## config.mk

```make
export PLATFORM = sky130hd
export DESIGN_NAME = vedic_mac_accumulator
export DESIGN_NICKNAME = d
export VERILOG_FILES = /design/src/rtl/vedic_pkg.sv /design/src/rtl/vedic_acc_ctrl.sv /design/src/rtl/vedic_mac_accumulator.sv
export SDC_FILE = /design/constraint.sdc
export NUM_CORES = 1
export LEC_CHECK = 0
export ABC_AREA = 0
export CORE_MARGIN = 10
export CORE_UTILIZATION = 40
export CTS_BUF_LIST = sky130_fd_sc_hd__clkbuf_2
export DETAILED_ROUTE_END_ITERATION = 12
export GPL_TIMING_DRIVEN = 1
export PLACE_DENSITY = 0.74
export SETUP_SLACK_MARGIN = 0.2
export SKIP_CTS_REPAIR_TIMING = 1
export SYNTH_ARGS = -nofsm -noshare
export SYNTH_HDL_FRONTEND = slang
export SYNTH_HIERARCHICAL = 1
export SYNTH_SLANG_ARGS = --single-unit
```

## constraint.sdc

```tcl
create_clock -name clk -period 5.72 [get_ports clk]
set_input_delay 0.572 -clock clk [delete_from_list [all_inputs] [get_ports clk]]
set_output_delay 0.572 -clock clk [all_outputs]
set_load 0.01 [all_outputs]
```

## src/rtl/vedic_pkg.sv

```systemverilog
// Shared types and constants for the Vedic MAC accumulator slice.
// Holds the product width, the controller state encoding and the parameter legality check.
package vedic_pkg;

   localparam int PROD_W = 8;
   localparam int CNT_W  = 8;

   typedef enum logic {
      ACCUM = 1'b0,
      HOLD  = 1'b1
   } acc_state_t;

   // Legal configurations: accumulator at least as wide as one product, 1..255 terms.
   function automatic bit params_ok(input int acc_w, input int n_terms);
      return (acc_w >= PROD_W) && (n_terms >= 1) && (n_terms <= 255);
   endfunction

endpackage

```

## src/rtl/vedic_acc_ctrl.sv

```systemverilog
// Group controller for the MAC accumulator: ACCUM/HOLD state machine and term counter.
// Produces the handshake outputs and the datapath strobes.
module vedic_acc_ctrl
   import vedic_pkg::*;
#(
   parameter int N_TERMS = 4
) (
   input  logic             clk,
   input  logic             rst,
   input  logic             clr,
   input  logic             in_valid,
   input  logic             out_ready,
   output logic             in_ready,
   output logic             out_valid,
   output logic             accept,
   output logic             first_term,
   output logic             last_term,
   output logic             load_result,
   output logic [CNT_W-1:0] term_cnt
);

   localparam logic [CNT_W-1:0] LAST_IDX = CNT_W'(N_TERMS - 1);

   acc_state_t       state_reg, state_next;
   logic [CNT_W-1:0] term_cnt_reg, term_cnt_next;

   always_ff @(posedge clk) begin
      if (rst) begin
         state_reg    <= ACCUM;
         term_cnt_reg <= '0;
      end else begin
         state_reg    <= state_next;
         term_cnt_reg <= term_cnt_next;
      end
   end

   always_comb begin
      in_ready      = 1'b0;
      out_valid     = (state_reg == HOLD);
      state_next    = state_reg;
      term_cnt_next = term_cnt_reg;

      // A cycle that clr discards must not look like an accepted transfer upstream.
      if (!rst && !clr) begin
         in_ready = (state_reg == ACCUM) || out_ready;
      end

      accept      = in_valid && in_ready;
      first_term  = (term_cnt_reg == '0);
      last_term   = (term_cnt_reg == LAST_IDX);
      load_result = accept && last_term;

      // In HOLD, term_cnt is 0, so a simultaneous input becomes term 1 of the next group.
      if (clr) begin
         state_next    = ACCUM;
         term_cnt_next = '0;
      end else if (load_result) begin
         state_next    = HOLD;
         term_cnt_next = '0;
      end else if (accept) begin
         state_next    = ACCUM;
         term_cnt_next = term_cnt_reg + 1'b1;
      end else if (out_valid && out_ready) begin
         state_next    = ACCUM;
      end
   end

   assign term_cnt = term_cnt_reg;

endmodule

```

## src/rtl/vedic_mac_accumulator.sv

```systemverilog
// Sums N_TERMS unsigned 8-bit products per group and presents each sum with a sticky
// overflow flag on a held valid/ready output.
module vedic_mac_accumulator
   import vedic_pkg::*;
#(
   parameter int N_TERMS = 4,
   parameter int ACC_W   = 12
) (
   input  logic              clk,
   input  logic              rst,
   input  logic              clr,
   input  logic [PROD_W-1:0] prod,
   input  logic              in_valid,
   output logic              in_ready,
   output logic [ACC_W-1:0]  result,
   output logic              ovf,
   output logic              out_valid,
   input  logic              out_ready,
   output logic [CNT_W-1:0]  term_cnt
);

   generate
      if (!params_ok(ACC_W, N_TERMS)) begin : g_param_check
         $error("vedic_mac_accumulator: illegal ACC_W=%0d / N_TERMS=%0d", ACC_W, N_TERMS);
      end
   endgenerate

   logic accept, first_term, last_term, load_result;

   vedic_acc_ctrl #(
      .N_TERMS (N_TERMS)
   ) u_ctrl (
      .clk         (clk),
      .rst         (rst),
      .clr         (clr),
      .in_valid    (in_valid),
      .out_ready   (out_ready),
      .in_ready    (in_ready),
      .out_valid   (out_valid),
      .accept      (accept),
      .first_term  (first_term),
      .last_term   (last_term),
      .load_result (load_result),
      .term_cnt    (term_cnt)
   );

   logic [ACC_W:0]   sum_wide;
   logic [ACC_W-1:0] acc_reg, acc_next, result_reg;
   logic             run_ovf_reg, run_ovf_next, ovf_reg;

   always_comb begin
      sum_wide = {1'b0, acc_reg} + (ACC_W+1)'(prod);
      if (first_term) begin
         acc_next     = ACC_W'(prod);
         run_ovf_next = 1'b0;
      end else begin
         acc_next     = sum_wide[ACC_W-1:0];
         run_ovf_next = run_ovf_reg | sum_wide[ACC_W];
      end
   end

   // The running sum self-clears once the group is handed to the result register.
   always_ff @(posedge clk) begin
      if (rst) begin
         acc_reg     <= '0;
         run_ovf_reg <= 1'b0;
         result_reg  <= '0;
         ovf_reg     <= 1'b0;
      end else if (clr) begin
         acc_reg     <= '0;
         run_ovf_reg <= 1'b0;
      end else begin
         if (accept) begin
            acc_reg     <= last_term ? '0 : acc_next;
            run_ovf_reg <= last_term ? 1'b0 : run_ovf_next;
         end
         if (load_result) begin
            result_reg <= acc_next;
            ovf_reg    <= run_ovf_next;
         end
      end
   end

   assign result = result_reg;
   assign ovf    = ovf_reg;

endmodule
```

* Word level (Yosys, flattened, before mapping)
Index checks and enable logic that the tools add are counted.
Cells by class: $add $sub $neg 2, equality and inequality tests 1, mux-type cells 8, bitwise logic cells 3, reductions and logical operators 12
Operators with widths (count):
- two-way mux 12 bit | 2
- adder 12 x 8 -> 13 bit | 1
- adder 8 x 1 -> 8 bit, second input constant | 1
- equality test 8 x 2 -> 1 bit, second input constant | 1
- logical NOT 8 bit | 1
- two-way mux 1 bit | 6
- logical AND 1 bit | 4
- nonzero test 3 bit | 1
- OR reduction 3 bit | 1
- logical NOT 1 bit | 2
- NOT 1 bit | 2
- AND reduction 2 bit | 1
- OR reduction 2 bit | 1
- logical OR 1 bit | 1
- OR 1 bit | 1
Word-level totals: register bits 35, output and inout port bits 23

* Longest topological paths before layout
depth in word-level cells 6, mapped depth 9, gate-level depth less buffers 7

* Modules after synthesis
The synthesis kept the hierarchy.
By module, submodules not included:
- vedic_mac_accumulator | instances 1, cells each 170, area each 1473.9 µm²
- vedic_acc_ctrl | instances 1, cells each 57, area each 525.5 µm²

* Worst setup path after synthesis
OpenSTA, ideal clock, no wires.
path type in2reg, start point input prod[0], end point register acc_reg[6], setup time 132 ps, arrival time 2258 ps, data required time 5588 ps, setup slack 3331 ps, stages 7, path buffers 0, cell sequence ha_1 fa_1 a21o_1 a221oi_2 mux2_2 o21ai_0 a21oi_1
On the way: longest elaborated chain between the ends 3
Ends and longest elaborated chain:
- start: declaration | RTL line vedic_mac_accumulator.sv:12 | input logic [PROD_W-1:0] prod,
- adder 12 x 8 -> 13 bit | RTL line vedic_mac_accumulator.sv:52 | sum_wide = {1'b0, acc_reg} + (ACC_W+1)'(prod);
- two-way mux 12 bit | RTL line vedic_mac_accumulator.sv:53 | if (first_term) begin
- two-way mux 12 bit | RTL line vedic_mac_accumulator.sv:74 | acc_reg <= last_term ? '0 : acc_next;
- end signal: assignment | RTL line vedic_mac_accumulator.sv:74
- end: declaration | RTL line vedic_mac_accumulator.sv:48 | logic [ACC_W-1:0] acc_reg, acc_next, result_reg;
No other way between the ends. A chain may end at the register's enable or synchronous reset.

* Worst setup path in the final report
start point input rst, end point output in_ready
On the way: longest elaborated chain between the ends 3
Ends and longest elaborated chain:
- start: declaration | RTL line vedic_mac_accumulator.sv:10 | input logic rst,
- logical NOT 1 bit | RTL line vedic_acc_ctrl.sv:44 | if (!rst && !clr) begin
- logical AND 1 bit | RTL line vedic_acc_ctrl.sv:44
- two-way mux 1 bit | RTL line vedic_acc_ctrl.sv:44
- end: declaration | RTL line vedic_mac_accumulator.sv:14 | output logic in_ready,
No other way between the ends.

==> run_results.csv <==
group,metric,value,unit
outcome,status,"finished clean",
drt,wl_per_cell,14.2,um
die,fp.dieH,90.7,um
placement,dp.final_hpwl,3650,um
yosys,synthCells,227,
critical_path,crit_buf_inv,2,
critical_path,startpoint,"rst",
final_layout,antennaDiodeCount,0,
yosys,yosysWarnings,6,
sta,worstMarginPinSlew,0.820,ns
die,io_pins,36,
drt,vias,1723,
critical_path,cpMaxStageDelayCell,"clkdlybuf4s50_1",
placement,port_buffers,35,
power,power.density,167,nW/um2
drt,finalWirelength,4680,um
global_route,antenna_found_initial,0,
clock_network,cts.sinks,35,
yosys,ys.flop_type,"dfxtp_1",
critical_path,critical_path.endpoint_type,"output port",
critical_path,cpMostUsedCell,"clkdlybuf4s50_1",
clock_network,clk_path_buf_depth,2,
clock_network,clk_pin_slew,0.16,ns
critical_path,r2r_cells,7,
yosys,synthDistinctLibCells,50,
drt,ant_nets,0,
yosys,synth.yosys.seq_area_share,0.350,
critical_path,required,5.15,ns
die,initial_utilization,0.418,
sta,fin_setup_tns,0,ns
hold_path,hold_path_depth,2,
sta,relSlewSlack,0.452,
sta,rsz0062_at_grt,"no",
placement,gp_congestion,0.852,
yosys,synth_nets,251,
sta,fin_crit_sh,0.513,
sta,period_needed,2.93,ns
die,fp.dieW,90.7,um
die,dieArea,8230,um2
critical_path,cp-start-kind,"input port",
sta,holdWs,0.471,ns
yosys,synth_top_area_frac,0.350,
critical_path,critPathKind,"in2out",
global_route,grt_max_degree,17,
critical_path,path_cells,"clkdlybuf4s50_1 > or2_1 > nor2_1 > clkdlybuf4s50_1",
yosys,synth_edf_count,0,
hold_path,worstHoldStart,"result[10]",
power,power_leakage,0.879,nW
sta,hold_viol,0,
clock_network,cts-root-buf,"clkbuf_2",
yosys,synth_top_area_cell,"dfxtp_1",
final_layout,fin_util,0.510,
power,power,0.407,mW
global_route,grt_pass1_wl,8020,um
clock_network,cts_made_buffers,5,
critical_path,worstPathArrival,2.36,ns
clock_network,cts.htree.levels,2,
final_layout,drive_above_1_share,0.0722,
yosys,syn_area_per_cell,8.81,um2
critical_path,worstPathMaxFanout,14,
sta,skew,0.0291,ns
critical_path,cp_slowest_stage_delay,0.64,ns
final_layout,finalNetCount,286,
hold_path,worst_hold_path.endpoint,"result[10]",
drt,dr.first_iter.drc_count,134,
yosys,syn_area,2000,um2
yosys,synth_area_leaders,"dfxtp_1 (35%), ha_1 (6.3%), mux2i_1 (5.5%)",
critical_path,rr_endpoint,"acc_reg[8]",
drt,drc,0,
final_layout,area_delta_synth_final,22.0,%
critical_path,rr_startpoint,"u_ctrl/term_cnt[4]",
die,fp-row-count,25,
die,coreArea,4790,um2
power,ir_worst_vdd,0.113,mV
global_route,overflow,0,
critical_path,cp_top_family,"buffers and inverters",
run,max-cap-violations,0,
clock_network,cts_tree,"done",
critical_path,worst-r2r-setup-slack,3.29,ns
global_route,grt_pass1_vias,1692,
clock_network,clk_latency,0.40,ns
sta,fmax,341,MHz
sta,drv_slew,0,
sta,setup_viol,0,
hold_path,hp-class,"reg2reg",
yosys,synthArstFlopShare,0,
yosys,ys_seq_elements,35,
global_route,grt_usage,0.117,
drt,viasPerCell,5.22,
drt,dr.pass1.iters,4,
[worst max path at each step]
stage	end	slack [ns]	cells past startpoint
floorplan	acc_reg[6]	3.33	7
global placement	ovf	2.63	7
detailed placement	ovf	2.53	7
CTS	in_ready	2.78	4
global route	ovf	2.68	7
finish	in_ready	2.79	4
[synthesized netlist by cell type (2+ instances only)]
library cell / number
buf_1: 2
or3_1: 2
xor2_1: 5
nor3_1: 3
nand2_1: 14
dfxtp_1: 35
nand3_1: 6
nor2b_1: 4
inv_1: 9
o21ai_0: 15
a211oi_1: 6
and2_1: 3
o32ai_1: 3
o22ai_1: 2
clkbuf_1: 3
o211ai_1: 2
or2_1: 2
a21oi_1: 14
a21o_1: 3
nand2b_1: 5
xnor2_1: 10
mux2i_1: 11
and3_1: 4
nor2_1: 25
ha_1: 10
nand4_1: 5
[power by group]
group / switching [mW] / total [mW] / internal [mW]
combinational: 0.0250 / 0.0453 / 0.0203
sequential: 0.000672 / 0.246 / 0.245
clock: 0.0883 / 0.116 / 0.0272
[area by class of cell]
class / count / area [um2]
fill: 452 / 2350
multi-input combinational: 176 / 1230
sequential: 35 / 701
timing repair buffer: 35 / 350
tap: 67 / 83.8
inverter: 9 / 33.8
clock buffer: 5 / 25.0
clock inverter: 3 / 15.0
[per-stage QoR]
stage | instance area, um2 | setup WS [ns] | cells
after global routing | 2440 | 2.68 | 330
after detailed placement | 2400 | 2.53 | 322
after floorplan | 2000 | 3.33 | 227
final | 2440 | 2.79 | 330
after global placement | 2400 | 2.63 | 322
after CTS | 2440 | 2.78 | 330
[worst register-to-register path, delay by kind of cell, from the launching register on]
family	cells	cell delay, ns
and+or+nand+nor	6	1.79
DFF	1	0.48
AOI/OAI and AO/OA	1	0.08
[cells in the final DEF, fill, tap and decap left out, types with 6 or more instances in the layout]
master           count
dfxtp_1             35
clkdlybuf4s50_1     35
nor2_1              25
o21ai_0             15
nand2_1             14
a21oi_1             14
mux2i_1             11
xnor2_1             10
ha_1                10
inv_1                9
a211oi_1             6
nand3_1              6
[metal layers]
| metal | track usage | vias to the layer above | share of wire | routed length (um) |
|---|---|---|---|---|
| met1 | 0.138 | 800 | 0.48 | 2260 |
| met4 | 0.0464 | 0 | 0.014 | 65 |
| li1 | - | 886 | - | - |
| met2 | 0.188 | 30 | 0.45 | 2110 |
| met3 | 0.0424 | 7 | 0.053 | 248 |
| met5 | 0 | - | 0 | 0 |
[cell families after synthesis]
logic type                 share of synthesized area
xor gates and xnor gates                      0.0657
DFF                                            0.350
and+or+nand+nor                                0.239
adders and majority gates                     0.0726
AOI/OAI and AO/OA                              0.177
muxes                                         0.0607
buffers and inverters                         0.0344
(Power assumes the default switching activity.)
